<file path="src/rtl/lz77_pkg.sv">
// lz77_pkg: sizes, end marker and FSM state encoding shared by the LZ77 encoder and decoder
package lz77_pkg;
    localparam int SEARCH_DEPTH = 9;
    localparam int OFF_W = 4;
    localparam int LEN_W = 3;
    localparam int CHAR_W = 8;
    localparam logic [CHAR_W-1:0] END_CHAR = 8'h24;
    typedef enum logic [2:0] {
        IDLE = 3'd0,
        COPY = 3'd1,
        LIT  = 3'd2,
        DONE = 3'd3
    } state_t;
endpackage

</file>
<file path="src/rtl/lz77_decoder_if.sv">
// lz77_decoder_if: code tuple handshake in, decoded character stream and status out
interface lz77_decoder_if;
    import lz77_pkg::*;
    logic              in_valid;
    logic              in_ready;
    logic [OFF_W-1:0]  offset;
    logic [LEN_W-1:0]  match_len;
    logic [CHAR_W-1:0] char_nxt;
    logic              out_valid;
    logic [CHAR_W-1:0] out_char;
    logic              finish;
    logic              encode;
    modport master (output in_valid, offset, match_len, char_nxt,
                    input in_ready, out_valid, out_char, finish, encode);
    modport slave (input in_valid, offset, match_len, char_nxt,
                   output in_ready, out_valid, out_char, finish, encode);
endinterface

</file>
<file path="src/rtl/lz77_search_buf.sv">
// lz77_search_buf: history shift register; entry 0 holds the most recently emitted character
module lz77_search_buf
    import lz77_pkg::*;
(
    input  logic              clk,
    input  logic              clear,
    input  logic              shift_en,
    input  logic [CHAR_W-1:0] din,
    input  logic [OFF_W-1:0]  rd_idx,
    output logic [CHAR_W-1:0] rd_data
);
    logic [CHAR_W-1:0] mem [SEARCH_DEPTH];
    always_ff @(posedge clk) begin
        if (clear) begin
            mem <= '{default: '0};
        end else if (shift_en) begin
            mem[0] <= din;
            for (int i = 1; i < SEARCH_DEPTH; i++) mem[i] <= mem[i-1];
        end
    end
    // offsets beyond the history read as 0, matching the encoder's view
    assign rd_data = rd_idx < OFF_W'(SEARCH_DEPTH) ? mem[rd_idx] : '0;
endmodule

</file>
<file path="src/rtl/lz77_decoder.sv">
// lz77_decoder: expands (offset, match_len, char_nxt) tuples into one character per cycle
module lz77_decoder
    import lz77_pkg::*;
(
    input  logic          clk,
    input  logic          reset,
    lz77_decoder_if.slave bus
);
    state_t            state;
    logic [OFF_W-1:0]  off_r;
    logic [LEN_W-1:0]  len_r;
    logic [CHAR_W-1:0] char_r;
    logic [CHAR_W-1:0] rd_data;
    logic [CHAR_W-1:0] din;
    logic              shift_en;
    always_comb begin
        shift_en = state == COPY || (state == LIT && char_r != END_CHAR);
        din = state == COPY ? rd_data : char_r;
    end
    lz77_search_buf u_sbuf (
        .clk      (clk),
        .clear    (reset),
        .shift_en (shift_en),
        .din      (din),
        .rd_idx   (off_r),
        .rd_data  (rd_data)
    );
    assign bus.in_ready = state == IDLE;
    assign bus.encode = 1'b0;
    always_ff @(posedge clk) begin
        if (reset) begin
            state <= IDLE;
            off_r <= '0;
            len_r <= '0;
            char_r <= '0;
            bus.out_valid <= 1'b0;
            bus.out_char <= '0;
            bus.finish <= 1'b0;
        end else begin
            bus.out_valid <= 1'b0;
            case (state)
                IDLE: if (bus.in_valid) begin
                    off_r <= bus.offset;
                    len_r <= bus.match_len;
                    char_r <= bus.char_nxt;
                    state <= bus.match_len != '0 ? COPY : LIT;
                end
                // offset stays fixed while the buffer shifts, so overlapping copies replicate
                COPY: begin
                    bus.out_char <= rd_data;
                    bus.out_valid <= 1'b1;
                    len_r <= len_r - 1'b1;
                    if (len_r == LEN_W'(1)) state <= LIT;
                end
                LIT: if (char_r == END_CHAR) begin
                    state <= DONE;
                    bus.finish <= 1'b1;
                end else begin
                    bus.out_char <= char_r;
                    bus.out_valid <= 1'b1;
                    state <= IDLE;
                end
                default: state <= DONE;
            endcase
        end
    end
endmodule
</file>
<file path="src/flat_wrapper.sv">
// flat-port wrapper written by rule: the top's interface ports become plain ports
module lz77_decoder_flat import lz77_pkg::*;
  (clk, reset, bus_in_valid, bus_offset, bus_match_len, bus_char_nxt, bus_in_ready, bus_out_valid, bus_out_char, bus_finish, bus_encode);
  lz77_decoder_if bus_i ();
  input  logic clk;
  input  logic reset;
  input wire logic [$bits(bus_i.in_valid)-1:0] bus_in_valid;
  input wire logic [$bits(bus_i.offset)-1:0] bus_offset;
  input wire logic [$bits(bus_i.match_len)-1:0] bus_match_len;
  input wire logic [$bits(bus_i.char_nxt)-1:0] bus_char_nxt;
  output wire logic [$bits(bus_i.in_ready)-1:0] bus_in_ready;
  output wire logic [$bits(bus_i.out_valid)-1:0] bus_out_valid;
  output wire logic [$bits(bus_i.out_char)-1:0] bus_out_char;
  output wire logic [$bits(bus_i.finish)-1:0] bus_finish;
  output wire logic [$bits(bus_i.encode)-1:0] bus_encode;
  assign bus_i.in_valid = bus_in_valid;
  assign bus_i.offset = bus_offset;
  assign bus_i.match_len = bus_match_len;
  assign bus_i.char_nxt = bus_char_nxt;
  assign bus_in_ready = bus_i.in_ready;
  assign bus_out_valid = bus_i.out_valid;
  assign bus_out_char = bus_i.out_char;
  assign bus_finish = bus_i.finish;
  assign bus_encode = bus_i.encode;
  lz77_decoder u_core (.clk(clk), .reset(reset), .bus(bus_i));
endmodule
</file>
<file path="config.mk">
export PLATFORM = sky130hd
export DESIGN_NAME = lz77_decoder_flat
export DESIGN_NICKNAME = d
export VERILOG_FILES = /design/src/rtl/lz77_pkg.sv /design/src/rtl/lz77_decoder_if.sv /design/src/rtl/lz77_search_buf.sv /design/src/rtl/lz77_decoder.sv /design/src/flat_wrapper.sv
export SDC_FILE = /design/constraint.sdc
export NUM_CORES = 1
export LEC_CHECK = 0
export BUFFER_PORTS_ARGS = -buffer_cell sky130_fd_sc_hd__buf_2
export CELL_PAD_IN_SITES_DETAIL_PLACEMENT = 0
export CELL_PAD_IN_SITES_GLOBAL_PLACEMENT = 1
export CORE_UTILIZATION = 35
export DETAILED_ROUTE_END_ITERATION = 8
export GPL_TIMING_DRIVEN = 0
export MAX_ROUTING_LAYER = met4
export PLACE_DENSITY_LB_ADDON = 0.15
export SLEW_MARGIN = 40
export SYNTH_ARGS = -nofsm -noshare
export SYNTH_HDL_FRONTEND = slang
export SYNTH_SLANG_ARGS = --single-unit
</file>
<file path="constraint.sdc">
create_clock -name clk -period 1.6 [get_ports clk]
set_input_delay 0.16 -clock clk [delete_from_list [all_inputs] [get_ports clk]]
set_output_delay 0.16 -clock clk [all_outputs]
set_load 0.02 [all_outputs]
</file>
==> impl_metrics.ini <==
[status]
outcome = finished with violations
violations = setup timing

[placement]
post_dp_cell_area_mm2 = 0.00509
dp_slack_ns = -0.645
dp.cells = 763
dpl.hpwl_um = 10800
port_buffers = 27
gp_congestion = 0.836

[cts]
cts_tree = done
clkLatencyLatePin_ns = 0.36
clk_pin_slew_ns = 0.07
cts_made_buffers = 9
max-clock-path-buffers = 2
htree_levels = 3
cts_sinks = 99
hold_buffers = 0
cts_root_buf = clkbuf_16

[route]
drtAntennaViolNets = 0
drtPass1Iterations = 4
initialDrtViolationCount = 261
via_count = 4599
routed_via_density = 5.68
wl_per_cell_um = 20.0
remaining_drc_errors = 0
wl_um = 16200

[critical_path]
critPathKind = reg2reg
reg2reg_slack_ns = -0.06
cp-start-kind = flop
cp_data_required_time_ns = 1.88
end_kind = flop
reg2reg_to = u_core.u_sbuf.mem[60]
crit_fanout = 10
max_stage_delay_ns = 0.36
rr_startpoint = u_core.char_r[0]
ff2ff_path_depth = 7
slowest_stage = dfxtp_4
critPathArrivalTime_ns = 1.93
crit_path_cell_trace = nor4b_4, buf_4, a21o_4, clkbuf_16, buf_8, nand3_1, a21oi_1

[floorplanning]
core-area_mm2 = 0.0129
die-area_mm2 = 0.0139
start_util_pct = 36.5
num_io_pins = 30
die_w_um = 118
rows = 41
die_y_um = 118

[synthesis]
syn_nets = 588
synth_common_cells = a21oi_1, dfxtp_1, nand3_1
synth_area_leaders = dfxtp_1, a21oi_1, nand3_1, o21ai_0, mux2i_1
yosys_most_used_dff = dfxtp_1
synth.distinct_cells = 41
avgSynthCellArea_um2 = 8.33
syn-cell-area_mm2 = 0.00470
yosys.cell_count.top_type = a21oi_1
synth-edff-count = 0
ys_warn_count = 0
synth-seq-area-share_pct = 42.2
syn-instance-count = 564
yosysTopAreaCellShare_pct = 42.2
synthArstFlopShare_pct = 0
synth.largest_area_cell = dfxtp_1
ys_ff_latch = 99

[grt]
grt_start_max_net_pins = 16
grt_antenna_before_repair = 0
grt_usage_pct = 23.7
busiest_layer = met2
met2_usage_pct = 35.8
grt_pass1_vias = 4287
use_met1_pct = 30.1
grt_pass1_wl_um = 24600
grtUsageMet3_pct = 4.99
overflow = 0

[layout]
nets = 656
syn_to_final_growth_pct = 39.0
finalNonFillerCells = 809
fin_util_pct = 50.7
final_area_mm2 = 0.00653
antennaDiodeCount = 0
drive_above_1_share_pct = 38.8

[power]
leakage_nw = 2.17
ir_worst_vdd_mv = 0.621
power_density_mw_per_mm2 = 1550

[job]
max_cap_viol_count = 0

[timing]
skew_ns = 0.0108
slew_violations = 0
fin_tns_setup_ns = -0.695
setup_viol = 35
fin_crit_sh_pct = 103
rsz0062_at_grt = true
worst-slew-pin-transition_ns = 0.712
hold_viol_final = 0
setup_ws_ns = -0.0558
finalCriticalPeriod_ns = 1.66
slew-limit-headroom_pct = 52.5
fmax_mhz = 604

[hold_path]
whs_endpoint = u_core.char_r[4]
hold_path.class = in2reg
worstHoldStart = bus_char_nxt[4]
whs_path_depth = 3
-- critical path: cells and delay by family (launching register included) --
family | cells | cell delay (ns)
buffers and inverters | 3 | 0.50
AND/OR/NAND/NOR | 2 | 0.42
flip-flops | 1 | 0.36
AO/OA/AOI/OAI | 2 | 0.30
-- metrics by stage --
step / hold slack, ns / total power [mW]
finish: 0.0321 / 10.1
global route: 0.0379 / 10.6
CTS: 0.0263 / 9.15
detailed placement: 0.406 / 6.30
global placement: 0.400 / 6.29
floorplan: 0.296 / 5.32
-- what timing repair did --
| action | 4_1_cts | 5_1_grt |
|---|---|---|
| endpoints found under the setup margin | 96 | 93 |
| cloned | 3 | 4 |
| pin swaps | 6 | 33 |
| gates resized for setup | 116 | 194 |
| setup buffers | 17 | 9 |
-- where the power goes --
group / leakage (nW) / switching (mW) / internal, mW
registers: 0.810 / 0.335 / 2.79
logic: 1.22 / 2.86 / 2.07
clock network: 0.139 / 0.977 / 1.09
total: 2.17 / 4.18 / 5.96
-- layer usage --
| metal | wire (um) | vias to the layer above |
|---|---|---|
| met5 | 0 | - |
| met4 | 357 | 0 |
| met3 | 770 | 26 |
| met2 | 7640 | 111 |
| met1 | 7390 | 2255 |
| li1 | - | 2207 |
-- cell type report --
type,instances,area [um^2]
buffer,55,479
clock buffer,11,243
clock inverter,5,28.8
fill,1223,6340
inverter,7,28.8
multi-input combinational,400,2990
sequential,99,2010
tap,172,215
timing repair buffer,60,532
-- registers in the layout, indices dropped and copies added (netlist names) --
name / count
u_core.char_r: 8
u_core.len_r: 3
u_core.u_sbuf.mem: 72
u_core.off_r: 4
u_core.bus.finish: 1
u_core.bus.out_valid: 1
u_core.bus.out_char: 8
u_core.state: 2
-- worst max-delay path by stage --
stage	start	endpoint	slack, ns	cells after the start
global placement	u_core.state[1]	u_core.u_sbuf.mem[54]	-0.56	8
global route	u_core.char_r[0]	u_core.u_sbuf.mem[8]	-0.11	7
CTS	u_core.char_r[7]	u_core.u_sbuf.mem[67]	-0.05	7
floorplan	u_core.off_r[0]	u_core.u_sbuf.mem[70]	-0.02	5
detailed placement	u_core.state[1]	u_core.u_sbuf.mem[33]	-0.64	8
finish	u_core.char_r[0]	u_core.u_sbuf.mem[60]	-0.06	7
-- layout by cell type (no fill, tap or decap), types with 12 or more instances in the layout --
master / netlist / final
clkbuf_16: 0 / 13
o21ai_2: 0 / 26
nand3_2: 0 / 19
buf_2: 4 / 29
buf_4: 10 / 28
dfxtp_1: 99 / 87
clkbuf_1: 42 / 12
a21oi_2: 1 / 20
nand2_1: 33 / 32
mux2i_1: 30 / 27
nand3_1: 71 / 51
o21ai_1: 0 / 35
buf_6: 1 / 15
a21oi_1: 105 / 84
-- logic make-up (layout without fill, tap and decap cells) --
kind of cell	count (synthesis)	count (layout)	share of synthesized area [%]
flip-flops	99	99	42.2
other	1	1	0.0798
buffers and inverters	65	138	6.26
AO/OA/AOI/OAI	226	226	27.8
AND/OR/NAND/NOR	135	135	14.9
multiplexers	32	32	7.11
adder cells (fa/ha/maj)	6	6	1.60
No activity file was read; power rests on OpenSTA's default activity.
